==> src/rtl/des_sbox_unit.sv <==
// des_sbox_unit: multi-cycle DES S1..S8 substitution, LANES boxes per clock; `DES_SBOX_PERM_EN adds the P permutation on sout
module des_sbox_unit #(
  parameter int LANES = 2
) (
  input  logic        clk,
  input  logic        rst,
  input  logic        in_valid,
  output logic        in_ready,
  input  logic [47:0] sin,
  output logic        out_valid,
  input  logic        out_ready,
  output logic [31:0] sout,
  output logic        busy
);
  localparam int NG = 8 / LANES;
  localparam int CW = NG > 1 ? $clog2(NG) : 1;
  localparam logic [255:0] SB [8] = '{
    256'hE4D12FB83A6C5907_0F74E2D1A6CB9538_41E8D62BFC973A50_FC8249175B3EA06D,
    256'hF18E6B34972DC05A_3D47F28EC01A69B5_0E7BA4D158C6932F_D8A13F42B67C05E9,
    256'hA09E63F51DC7B428_D709346A285ECBF1_D6498F30B12C5AE7_1AD069874FE3B52C,
    256'h7DE3069A1285BC4F_D8B56F03472C1AE9_A690CB7DF13E5284_3F06A1D8945BC72E,
    256'h2C417AB6853FD0E9_EB2C47D150FA3986_421BAD78F9C5630E_B8C71E2D6F09A453,
    256'hC1AF92680D34E75B_AF427C9561DE0B38_9EF528C3704A1DB6_432C95FABE17608D,
    256'h4B2EF08D3C975A61_D0B7491AE35C2F86_14BDC37EAF680592_6BD814A7950FE23C,
    256'hD2846FB1A93E50C7_1FD8A374C56B0E92_7B419CE206ADF358_21E74A8DFC90356B
  };
  typedef enum logic [1:0] {IDLE, BUSY, DONE} state_t;
  if (LANES != 1 && LANES != 2 && LANES != 4 && LANES != 8) begin : g_bad_lanes
    $error("des_sbox_unit: LANES must be 1, 2, 4 or 8");
  end
  state_t            state_q, state_d;
  logic [47:0]       sh_q, sh_d;
  logic [31:0]       res_q, res_d;
  logic [31:0]       out_q, out_d;
  logic [CW-1:0]     cnt_q, cnt_d;
  logic [4*LANES-1:0] look;
  logic              accept, last;
  // Each table holds 64 nibbles, row-major, so entry {row,col} sits at nibble index {b5,b0,b4..b1} from the MSB
  function automatic logic [3:0] sbox(input logic [2:0] n, input logic [5:0] b);
    logic [255:0] t;
    logic [5:0]   idx;
    t   = SB[n];
    idx = {b[5], b[0], b[4:1]};
    return t[{~idx, 2'b00} +: 4];
  endfunction
  assign in_ready  = !rst && (state_q == IDLE || (state_q == DONE && out_ready));
  assign out_valid = state_q == DONE;
  assign busy      = state_q == BUSY;
  assign accept    = in_valid && in_ready;
  assign last      = cnt_q == CW'(NG - 1);
  // Next state: accept (from IDLE or a DONE release) restarts; BUSY consumes LANES groups per edge
  always_comb begin
    state_d = state_q;
    sh_d    = sh_q;
    res_d   = res_q;
    cnt_d   = cnt_q;
    out_d   = out_q;
    look    = '0;
    for (int j = 0; j < LANES; j++)
      look[4*(LANES-1-j) +: 4] = sbox(3'(int'(cnt_q) * LANES + j), sh_q[47-6*j -: 6]);
    if (accept) begin
      state_d = BUSY;
      sh_d    = sin;
      res_d   = '0;
      cnt_d   = '0;
    end else if (state_q == BUSY) begin
      sh_d  = sh_q << (6 * LANES);
      res_d = 32'({res_q, look});
      cnt_d = cnt_q + CW'(1);
      if (last) begin
        state_d = DONE;
        out_d   = res_d;
      end
    end else if (state_q == DONE && out_ready) begin
      state_d = IDLE;
    end
  end
  // State and datapath registers, all cleared by reset so an in-flight word is dropped
  always_ff @(posedge clk) begin
    if (rst) begin
      state_q <= IDLE;
      sh_q    <= '0;
      res_q   <= '0;
      out_q   <= '0;
      cnt_q   <= '0;
    end else begin
      state_q <= state_d;
      sh_q    <= sh_d;
      res_q   <= res_d;
      out_q   <= out_d;
      cnt_q   <= cnt_d;
    end
  end
`ifdef DES_SBOX_PERM_EN
  localparam int P [32] = '{16, 7, 20, 21, 29, 12, 28, 17, 1, 15, 23, 26, 5, 18, 31, 10,
                            2, 8, 24, 14, 32, 27, 3, 9, 19, 13, 30, 6, 22, 11, 4, 25};
  for (genvar i = 0; i < 32; i++) begin : g_perm
    assign sout[31-i] = out_q[32-P[i]];
  end
`else
  assign sout = out_q;
`endif
endmodule

==> config.mk <==
export PLATFORM = sky130hd
export DESIGN_NAME = des_sbox_unit
export DESIGN_NICKNAME = d
export VERILOG_FILES = /design/src/rtl/des_sbox_unit.sv
export SDC_FILE = /design/constraint.sdc
export NUM_CORES = 1
export LEC_CHECK = 0
export ABC_AREA = 0
export ABC_CLOCK_PERIOD_IN_PS = 5950
export BUFFER_PORTS_ARGS = -buffer_cell sky130_fd_sc_hd__buf_4
export CORE_UTILIZATION = 48
export DETAILED_ROUTE_END_ITERATION = 16
export PLACE_DENSITY_LB_ADDON = 0.08
export SKIP_CTS_REPAIR_TIMING = 1
export SYNTH_ARGS = -nofsm -noshare
export SYNTH_HDL_FRONTEND = slang
export SYNTH_SLANG_ARGS = --single-unit
==> constraint.sdc <==
create_clock -name clk -period 5.95 [get_ports clk]
set_clock_uncertainty 0.1 [all_clocks]
set_input_delay 0.595 -clock clk [delete_from_list [all_inputs] [get_ports clk]]
set_output_delay 0.595 -clock clk [all_outputs]
set_load 0.005 [all_outputs]
==> impl_metrics.json <==
{
  "cp-end-kind": "flip-flop",
  "synth_area_um2": 8053,
  "power_switching_mw": 0.6761,
  "antenna_found_initial": 0,
  "drt_first_pass_iters": 6,
  "seqPwrFrac_pct": 40.6,
  "synth_edf_count": 0,
  "startpoint_type": "flip-flop",
  "crit_required_ns": 6.10,
  "grt_use_met2_pct": 43.59,
  "syn_inst": 1143,
  "holdWs_ns": 0.3583,
  "setup_ws_ns": 2.366,
  "fp.dieArea_um2": 17300,
  "avgSynthCellArea_um2": 7.045,
  "dp.cells": 1333,
  "cts-htree-levels": 3,
  "synth_top_area_share_pct": 26.85,
  "path_clk_slew_ns": 0.07,
  "crit_fanout": 33,
  "ys_top_cells_by_area": "dfxtp_1 27%, nand2_1 12%, a21oi_1 6.7%, a311oi_1 5.5%, nor2_1 4.2%",
  "drt_iter0_drc": 1350,
  "finalHoldViolCount": 0,
  "insertion_delay_ns": 0.34,
  "powerDensity_nw_per_um2": 224.7,
  "grt_pass1_wl_um": 42260,
  "routabilityCongestion": 0.9606,
  "avgViaCountPerCell": 6.454,
  "pwr-share-comb_pct": 28.9,
  "top_usage_layer": "met2",
  "p_total_mw": 1.962,
  "ys.flop_type": "dfxtp_1",
  "use_met1_pct": 42.76,
  "fin_tns_setup_ns": 0,
  "setup_violations": 0,
  "track_usage_pct": 29.83,
  "grt_util_met3_pct": 6.520,
  "utilization_pct": 54.18,
  "drive_gt1_share_pct": 13.68,
  "layout.cells.non_filler": 1349,
  "min_period_ns": 3.584,
  "clockPowerShare_pct": 30.5,
  "ant_nets": 0,
  "fin_area_um2": 8732,
  "finalWirelength_um": 26650,
  "die_w_um": 131.5,
  "rsz0062_at_grt": "false",
  "initial_core_util_pct": 49.97,
  "drv_slew": 0,
  "p_sw_share_pct": 34.46,
  "ys_warn_count": 0,
  "fin_crit_sh_pct": 60.23,
  "cts_buffer_depth": 2,
  "placed_area_um2": 8433,
  "worst_slew_pin_slew_ns": 1.198,
  "core_area_um2": 16120,
  "ys_ff_latch": 108,
  "status": "finished, final reports clean",
  "wl_per_cell_um": 19.76,
  "peakVddDrop_v": 0.0001629,
  "num_vias": 8707,
  "yosysUniqueCellTypes": 83,
  "worstSetupPathType": "flip-flop to flip-flop",
  "syn_to_final_growth_pct": 8.437,
  "num_antenna_cells": 0,
  "seq_area_frac_synth_pct": 26.85,
  "dp_hpwl_um": 16940,
  "grt_max_degree": 85,
  "io_buffers": 86,
  "die_y_um": 131.5,
  "leakagePower_nw": 3.082,
  "hold_path_class": "flip-flop to flip-flop",
  "cp.arrival_ns": 3.74,
  "yosysTopAreaCell": "dfxtp_1",
  "power.internal_mw": 1.286,
  "async_flop_share_pct": 0,
  "cts_made_buffers": 9,
  "cts.sinks": 108,
  "io_pins": 87,
  "timing.fmax_mhz": 279.0,
  "grt_overflow": 0,
  "cts_tree": "yes",
  "slew_headroom_pct": 20.11,
  "drc": 0,
  "synth_nets": 1209,
  "cap_violations": 0,
  "rows": 46,
  "grt_pass1_vias": 7600,
  "place_ws_ns": 2.455,
  "fin_nets": 1194,
  "root_buffer": "clkbuf_16"
}
-- final timing paths --
path / startpoint / to / slack [ns] / depth (start not counted)
setup reg to reg: cnt_q[1] / sout[2] / 2.37 / 9
setup / recovery: cnt_q[1] / sout[2] / 2.37 / 9
hold / removal: res_q[21] / sout[29] / 0.36 / 2
hold reg to reg: res_q[21] / sout[29] / 0.36 / 2
-- state kept, by name (all words and copies together) (netlist names) --
register and cells:
sh_q 48, state_q 2, res_q 24, sout 32
cnt_q 2
-- cells in the final DEF (no fill, tap or decap), drive strengths merged, types with 4 or more instances in the layout --
| cell | synthesis | final |
|---|---|---|
| clkbuf | 63 | 9 |
| ha | 14 | 14 |
| nor4 | 4 | 4 |
| a31oi | 17 | 17 |
| nand2b | 30 | 30 |
| o311a | 4 | 4 |
| a2111oi | 6 | 6 |
| o211a | 6 | 6 |
| inv | 13 | 15 |
| nor2b | 21 | 21 |
| o311ai | 9 | 9 |
| nor2 | 92 | 92 |
| nand3 | 28 | 28 |
| nand2 | 250 | 250 |
| a21o | 6 | 6 |
| a311oi | 51 | 51 |
| a211o | 7 | 7 |
| a211oi | 24 | 24 |
| a311o | 4 | 4 |
| buf | 68 | 105 |
| nor3b | 5 | 5 |
| nor3 | 25 | 25 |
| dfxtp | 108 | 108 |
| mux4 | 5 | 5 |
| o22ai | 6 | 6 |
| and2 | 6 | 6 |
| o21a | 4 | 4 |
| o211ai | 24 | 24 |
| o221ai | 5 | 5 |
| nand4 | 5 | 5 |
| or2 | 7 | 7 |
| a21oi | 108 | 108 |
| or3 | 7 | 7 |
| o32ai | 4 | 4 |
| o21ai | 53 | 53 |
-- power groups by stage --
| stage | combinational [mW] | clock [mW] | sequential (mW) |
|---|---|---|---|
| finish | 0.567 | 0.598 | 0.797 |
| CTS | 0.549 | 0.612 | 0.795 |
| floorplan | 0.438 | 0 | 0.784 |
| detailed placement | 0.547 | 0 | 0.811 |
| global placement | 0.552 | 0 | 0.812 |
| global route | 0.610 | 0.641 | 0.801 |
-- critical path, cell delays in order (launching register included) --
cell and delay (ns):
dfxtp_1 0.33, inv_1 0.31, ha_1 1.24, nand2b_2 0.34
nand2_1 0.08, a221oi_2 0.25, a211oi_1 0.08, a311oi_1 0.27
a32oi_1 0.18, o41ai_2 0.32
-- kinds of logic after synthesis --
logic type,after synthesis,share of synthesized area [%]
AOI/OAI and AO/OA,375,32.47
xor gates and xnor gates,3,0.4196
adders and majority gates,14,2.175
buffers and inverters,144,9.167
DFF,108,26.85
muxes,8,1.771
and+or+nand+nor,491,27.14
-- synthesized netlist by cell type, drive strengths merged (5+ instances only) --
cell type	count
o211a	6
ha	14
nand2b	30
a31oi	17
a21o	6
buf	68
or3	7
a2111oi	6
clkbuf	63
o311ai	9
o22ai	6
a211oi	24
nand4	5
dfxtp	108
nand3	28
a211o	7
mux4	5
a21oi	108
o211ai	24
nor3b	5
or2	7
and2	6
nor2b	21
nor2	92
o21ai	53
nand2	250
inv	13
o221ai	5
nor3	25
a311oi	51
-- layer usage --
metal | share of wire (%) | vias to the layer above | wire length [µm]
met5 | 0 | - | 0
met1 | 43 | 4016 | 11570
met3 | 11 | 58 | 2845
met2 | 43 | 539 | 11580
met4 | 2.5 | 0 | 661
li1 | - | 4094 | -
-- layout make-up --
cell class                 instances  area, µm²
multi-input combinational        891       5156
tap                              216      270.3
sequential                       108       2167
timing repair buffer             105      788.3
inverter                          13      51.30
fill                            1673       7383
clock buffer                       9      225.2
clock inverter                     7      73.82
(Power assumes the default switching activity.)
